===== config.mk =====
export PLATFORM = sky130hd
export DESIGN_NAME = instr_fetch_stage
export DESIGN_NICKNAME = d
export VERILOG_FILES = /design/src/rtl/instr_fetch_stage_pkg.sv /design/src/rtl/instr_fetch_stage_pc_counter.sv /design/src/rtl/instr_fetch_stage.sv
export SDC_FILE = /design/constraint.sdc
export NUM_CORES = 1
export LEC_CHECK = 0
export BUFFER_PORTS_ARGS = -buffer_cell sky130_fd_sc_hd__buf_2
export CORE_MARGIN = 10
export CORE_UTILIZATION = 40
export DETAILED_ROUTE_END_ITERATION = 7
export PLACE_DENSITY = 0.67
export SLEW_MARGIN = 20
export SYNTH_ARGS = -nofsm -noshare
export SYNTH_HDL_FRONTEND = slang
export SYNTH_HIERARCHICAL = 1
export SYNTH_SLANG_ARGS = --single-unit
export TNS_END_PERCENT = 10

===== constraint.sdc =====
create_clock -name clk -period 4.9 [get_ports clk]
set_input_delay 0.245 -clock clk [delete_from_list [all_inputs] [get_ports clk]]
set_output_delay 0.245 -clock clk [all_outputs]
set_load 0.005 [all_outputs]

===== src/rtl/instr_fetch_stage_pkg.sv =====
`default_nettype none
// ============================================================================
// Module      : instr_fetch_stage_pkg
// Description : Shared definitions for the instruction fetch stage: the
//               instruction field positions, the default PC step, the FSM
//               state encoding and a PC alignment helper.
// Revision    : 1.0 - initial release
// ============================================================================
package instr_fetch_stage_pkg;

  // Field positions inside a 16-bit instruction word
  localparam int OPC_MSB = 15;
  localparam int OPC_LSB = 12;
  localparam int RD_MSB  = 11;
  localparam int RD_LSB  = 8;
  localparam int IMM_MSB = 7;
  localparam int IMM_LSB = 0;

  // 16-bit instructions in a byte-addressed space advance the PC by 2
  localparam int unsigned PC_STEP_DFLT = 2;

  // Instructions are halfword aligned, so PC bit 0 is always zero
  localparam logic [15:0] PC_ALIGN_MASK = 16'hFFFE;

  typedef enum logic [0:0] {
    IDLE = 1'b0,
    REQ  = 1'b1
  } state_e;

  // Force an address onto a halfword boundary
  function automatic logic [15:0] align_pc(input logic [15:0] addr);
    return addr & PC_ALIGN_MASK;
  endfunction

endpackage
`default_nettype wire


===== src/rtl/instr_fetch_stage_pc_counter.sv =====
`default_nettype none
// ============================================================================
// Module      : instr_fetch_stage_pc_counter
// Description : Program counter. Loads an aligned redirect address, or
//               advances by PC_STEP with natural 16-bit wrap-around.
// Revision    : 1.0 - initial release
// ============================================================================
module instr_fetch_stage_pc_counter
  import instr_fetch_stage_pkg::*;
#(
  parameter logic [15:0] RESET_PC = 16'h0000,
  parameter int unsigned PC_STEP  = PC_STEP_DFLT
) (
  input  logic        clk,
  input  logic        reset,
  input  logic        load_i,
  input  logic [15:0] load_addr_i,
  input  logic        inc_i,
  output logic [15:0] pc_o
);

  localparam logic [15:0] C_STEP = 16'(PC_STEP);

  logic [15:0] pc_q;
  logic [15:0] pc_d;

  // Next PC: a load wins over an increment; bit 0 is cleared on every load
  always_comb begin
    pc_d = pc_q;
    if (load_i) begin
      pc_d = align_pc(load_addr_i);
    end else if (inc_i) begin
      pc_d = pc_q + C_STEP;
    end
  end

  // PC register with synchronous reset
  always_ff @(posedge clk) begin
    if (reset) begin
      pc_q <= RESET_PC;
    end else begin
      pc_q <= pc_d;
    end
  end

  assign pc_o = pc_q;

endmodule
`default_nettype wire


===== src/rtl/instr_fetch_stage.sv =====
`default_nettype none
// ============================================================================
// Module      : instr_fetch_stage
// Description : Fetches 16-bit instructions over a req/ready handshake into
//               an instruction register, owns the PC, applies branch
//               redirects (discarding an in-flight response when needed) and
//               splits the held instruction into opcode / rd / imm8.
// Revision    : 1.0 - initial release
// ============================================================================
module instr_fetch_stage
  import instr_fetch_stage_pkg::*;
#(
  parameter logic [15:0] RESET_PC = 16'h0000,
  parameter int unsigned PC_STEP  = PC_STEP_DFLT
) (
  input  logic        clk,
  input  logic        reset,
  input  logic        fetch_en,
  input  logic        branch_valid,
  input  logic [15:0] branch_target,
  output logic        mem_req,
  output logic [15:0] mem_addr,
  input  logic        mem_ready,
  input  logic [15:0] mem_rdata,
  output logic [15:0] instr,
  output logic        instr_valid,
  output logic [3:0]  opcode,
  output logic [3:0]  rd,
  output logic [7:0]  imm8,
  output logic [15:0] pc,
  output logic        busy
);

  state_e      state_q,       state_d;
  logic        discard_q,     discard_d;
  logic [15:0] redirect_q,    redirect_d;
  logic [15:0] instr_q,       instr_d;
  logic        instr_valid_q, instr_valid_d;

  logic        pc_load;
  logic [15:0] pc_load_addr;
  logic        pc_inc;
  logic [15:0] pc_cur;

  instr_fetch_stage_pc_counter #(
    .RESET_PC (RESET_PC),
    .PC_STEP  (PC_STEP)
  ) u_pc_counter (
    .clk         (clk),
    .reset       (reset),
    .load_i      (pc_load),
    .load_addr_i (pc_load_addr),
    .inc_i       (pc_inc),
    .pc_o        (pc_cur)
  );

  // Next-state logic: fetch FSM, branch-during-request discard, instr register
  always_comb begin
    state_d       = state_q;
    discard_d     = discard_q;
    redirect_d    = redirect_q;
    instr_d       = instr_q;
    instr_valid_d = instr_valid_q;
    pc_load       = 1'b0;
    pc_load_addr  = branch_target;
    pc_inc        = 1'b0;

    case (state_q)
      IDLE: begin
        // A branch takes priority and drops any fetch request in this cycle;
        // mem_ready is not looked at here, so stray responses are ignored.
        if (branch_valid) begin
          pc_load       = 1'b1;
          instr_valid_d = 1'b0;
        end else if (fetch_en) begin
          state_d       = REQ;
          instr_valid_d = 1'b0;
        end
      end

      REQ: begin
        if (mem_ready) begin
          state_d   = IDLE;
          discard_d = 1'b0;
          if (branch_valid) begin
            // Branch coincident with the response: response is stale
            pc_load = 1'b1;
          end else if (discard_q) begin
            // An earlier branch made this response stale; resume at target
            pc_load      = 1'b1;
            pc_load_addr = redirect_q;
          end else begin
            instr_d       = mem_rdata;
            instr_valid_d = 1'b1;
            pc_inc        = 1'b1;
          end
        end else if (branch_valid) begin
          // Keep mem_addr stable until the handshake; remember the latest
          // target and throw the response away when it arrives.
          redirect_d = align_pc(branch_target);
          discard_d  = 1'b1;
        end
      end

      default: state_d = IDLE;
    endcase
  end

  // State and datapath registers with synchronous reset
  always_ff @(posedge clk) begin
    if (reset) begin
      state_q       <= IDLE;
      discard_q     <= 1'b0;
      redirect_q    <= 16'h0000;
      instr_q       <= 16'h0000;
      instr_valid_q <= 1'b0;
    end else begin
      state_q       <= state_d;
      discard_q     <= discard_d;
      redirect_q    <= redirect_d;
      instr_q       <= instr_d;
      instr_valid_q <= instr_valid_d;
    end
  end

  assign mem_req     = (state_q == REQ);
  assign busy        = (state_q == REQ);
  assign mem_addr    = pc_cur;
  assign pc          = pc_cur;
  assign instr       = instr_q;
  assign instr_valid = instr_valid_q;
  assign opcode      = instr_q[OPC_MSB:OPC_LSB];
  assign rd          = instr_q[RD_MSB:RD_LSB];
  assign imm8        = instr_q[IMM_MSB:IMM_LSB];

endmodule
`default_nettype wire


Yosys cells after proc, flatten, opt, wreduce, memory -nomap -nowiden
Cells that the tools add are included.
{ "word_totals": {"regBits": 50, "output_inout_bits": 67, "word_cells": 50} }
{ "classes": {"addsub": 1, "n_eq_ne": 4, "n_mux": 27, "bitwise_logic": 4, "n_reduce_logical": 7} }
{ "ops": {"columns": ["cell", "count"], "rows": [
  ["$mux 16", 6],
  ["$mux 1", 18],
  ["$add 16x2->16 const B", 1],
  ["$reduce_and 4->1", 2],
  ["$ne 2x2->1 const B", 3],
  ["$pmux 1 s2", 3],
  ["$not 1->1", 4],
  ["$reduce_bool 2->1", 2],
  ["$ne 3x3->1 const B", 1],
  ["$reduce_and 3->1", 1],
  ["$reduce_and 2->1", 1],
  ["$reduce_or 2->1", 1]
]} }

Longest topological paths before layout
{ "logic_depth": {"ltp_word": 6, "depth_mapped": 9, "mapped_depth_nobuf": 5} }

Cells and area by module
The synthesis kept the hierarchy.
{ "modules_own_cells": {"columns": ["mod", "instances", "cells_each", "area_per_inst_um2"], "rows": [
  ["instr_fetch_stage", 1, 204, 2100.8],
  ["instr_fetch_stage_pc_counter", 1, 107, 908.4]
]} }

Worst setup path after synthesis
OpenSTA, ideal clock, no wires.
{ "synth_timing": {"kind": "flip-flop to flip-flop", "start": "register state_q, in the netlist busy", "end": "register u_pc_counter.pc_q[14], in the netlist u_pc_counter/pc_o[14]", "t_arrival_ps": 1872, "t_required_ps": 4785, "slack_ps": 2914, "path_stages_with_launch": 10, "path_buffers": 4, "period_less_slack_ps": 1986, "cell_sequence": "dfxtp_1 > buf_6 > and4bb_1 > buf_6 > buf_12 > buf_2 > nand3_2 > nor4_2 > xor2_1 > o21a_1"} }
{ "synth_lines": {"columns": ["element", "line", "rtl"], "rows": [
  ["start: declaration", "instr_fetch_stage.sv:34", "state_e state_q, state_d;"],
  ["start signal: assignment", "instr_fetch_stage.sv:118", "state_q <= state_d;"],
  ["$mux 1", "instr_fetch_stage.sv:68", "case (state_q)"],
  ["net pc_inc", "instr_fetch_stage.sv:42", "logic pc_inc;"],
  ["$reduce_bool 2->1 (no source line)", null, null],
  ["end signal: assignment", "instr_fetch_stage_pc_counter.sv:42", "pc_q <= pc_d;"],
  ["end: declaration", "instr_fetch_stage_pc_counter.sv:24", "logic [15:0] pc_q;"]
]} }
The timed path passes the listed nets, and every way through them passes these cells.
A chain may end at the register's enable or synchronous reset.

Final worst setup path
{ "layout_timing": {"start": "register state_q, in the netlist busy", "end": "register u_pc_counter.pc_q[14], in the netlist u_pc_counter/pc_o[14]"} }
{ "layout_between": {"elab_chain_len": 3} }
{ "layout_rtl": {"columns": ["element", "line"], "rows": [
  ["$not 1->1", null],
  ["$pmux 1 s2", "instr_fetch_stage.sv:68"],
  ["$mux 16 / $reduce_bool 2->1 (equally long branches)", null]
]} }
Parallel ways exist; a longest one is shown, timed or not.

==> impl_metrics.toml <==
[run_status]
outcome = "finished, final reports clean"

[floorplan]
start_util = 0.4118
fp.dieW_um = 106.6
io_pins = 104
fp-row-count = 31
core-area_um2 = 7292
die_h_um = 106.6
die_area_um2 = 11370

[clocking]
cts-hold-fix-buffers = 0
numClockSinks = 49
cts_tree = "built"
cts_max_level = 2
postCtsSetupRepairBufs = 0
clock_path_buffers = 2
cts_resized = 0
cts_buffers = 5
clkSlewWorstSetupHoldPaths_ps = 90
insertion_delay_ps = 300
root_buffer = "clkbuf_8"

[logic_synthesis]
synthCells = 310
ys_warn_count = 6
avgSynthCellArea_um2 = 9.687
syn_nets = 348
synth_area_um2 = 3003

[placement]
dp_hpwl_um = 4655
place.port_buffers = 100
dp_slack_ps = 2857
gp_congestion = 0.8385

[min_path]
whs_endpoint = "instr[14]"
min_delay_path_depth = 3
hold_start = "mem_rdata[14]"
hold_path.class = "input port to flip-flop"

[flow_run]
drv_cap = 0

[finish]
drive_above_1_share = 0.4158
layout.nets = 405
fin_util = 0.4645
final_common_cell = "buf_2"
fill_cells = 734
final_cell_mix = "buf_2, dfxtp_1, nand2b_1"
area_growth_pct = 12.79

[power]
p_leak_uw = 0.001571
internal-power_uw = 641.2
total_power_uw = 842.7
pwr-share-seq = 0.511
vdd_ir_drop_max_uv = 143.2
p_per_area_nw_per_um2 = 248.8
p_clk_frac = 0.354
pwr-share-comb = 0.135
switching_share = 0.2391
power_switching_uw = 201.5

[critical_path]
max_stage_delay_ps = 570
ff2ff_path_depth = 5
cp_slowest_cell = "dfxtp_1"
crit_path_end_kind = "flip-flop"
critPathRequiredTime_ps = 5100
reg2reg_slack_ps = 2840
path_cells = "and4bb_1 > nand3_2 > nor4_2 > xor2_1 > o21a_1"
cp_data_arrival_time_ps = 2260
worstReg2RegStart = "busy"
start_kind = "flip-flop"
r2r-end = "u_pc_counter/pc_o[14]"
path_class = "flip-flop to flip-flop"
path_max_fanout = 12

[sta]
post-route-min-period_ps = 2061
hold_violations = 0
slew_viol_final = 0
final.setup.worst_slack_ps = 2839
worstMarginPinSlew_ps = 967.8
setup_viol = 0
finalCritPeriodShare = 0.4205
clock.fmax_mhz = 485.3
rsz0062_at_grt = "no"
slew_headroom = 0.3548
fin_skew_ps = 5.908
finalSetupTns_ps = 0

[detailed_routing]
drc_errors = 0
dr.pass1.iters = 4
via_per_inst = 4.673
wl_per_cell_um = 13.68
wirelength_um = 6400
drtIter0Drc = 36
drtAntennaViolNets = 0
vias = 2187

[global_route]
grt_start_max_net_pins = 83
grt_pass1_vias = 2312
grt_pass1_wl_um = 10540
antenna_found_initial = 2
grt_usage = 0.1090
overflow = 0
-- area by class of cell --
cell class	instances	area, um^2	area share
Sequential cell	49	980.9	0.2896
Timing Repair Buffer	102	518.0	0.1529
Clock inverter	1	30.03	0.008866
Multi-Input combinational cell	196	1597	0.4714
Tap cell	99	123.9	0.03657
Clock buffer	7	86.33	0.02549
Antenna cell	1	2.502	0.0007388
Inverter	13	48.80	0.01441
-- through the flow --
stage,instances,area (um^2),hold WS [ps]
finish,468,3387,200.5
global route,467,3385,196.3
global placement,459,3266,455.5
detailed placement,459,3266,463.4
floorplan,310,3003,345.1
CTS,467,3382,183.8
-- layer usage --
layer | part of all wire | vias up | track usage
met5 | 0.0017 | - | 0
met4 | 0.0042 | 2 | 0.02031
met3 | 0.11 | 6 | 0.06048
met2 | 0.44 | 76 | 0.1734
met1 | 0.44 | 993 | 0.1268
li1 | - | 1110 | -
-- worst max path at each step --
stage	start	end	slack [ps]
2_1_floorplan	busy	u_pc_counter/pc_o[14]	2910
3_3_place_gp	busy	u_pc_counter/pc_o[14]	2910
3_5_place_dp	busy	u_pc_counter/pc_o[14]	2860
4_1_cts	busy	u_pc_counter/pc_o[14]	2820
5_1_grt	busy	u_pc_counter/pc_o[10]	2610
6_report	busy	u_pc_counter/pc_o[14]	2840
-- sequential cells by signal (all words and copies together), names as in the netlist --
register,cells
u_pc_counter/pc_o,15
discard_q,1
instr,16
redirect_q,15
instr_valid,1
busy,1
-- power groups by stage --
stage	clock, uW	sequential [uW]	combinational, uW
6_report	299	430	114
5_1_grt	332	433	128
4_1_cts	315	430	116
3_5_place_dp	0	440	116
3_3_place_gp	0	439	114
2_1_floorplan	0	437	85.2
-- worst max-delay path: cells and delay by family, from the launching register on --
| kind | cells | cell delay (ps) |
|---|---|---|
| simple gates | 3 | 1090 |
| flops | 1 | 570 |
| compound gates | 1 | 180 |
| xor+xnor | 1 | 100 |
No activity file was read; power rests on OpenSTA's default activity.
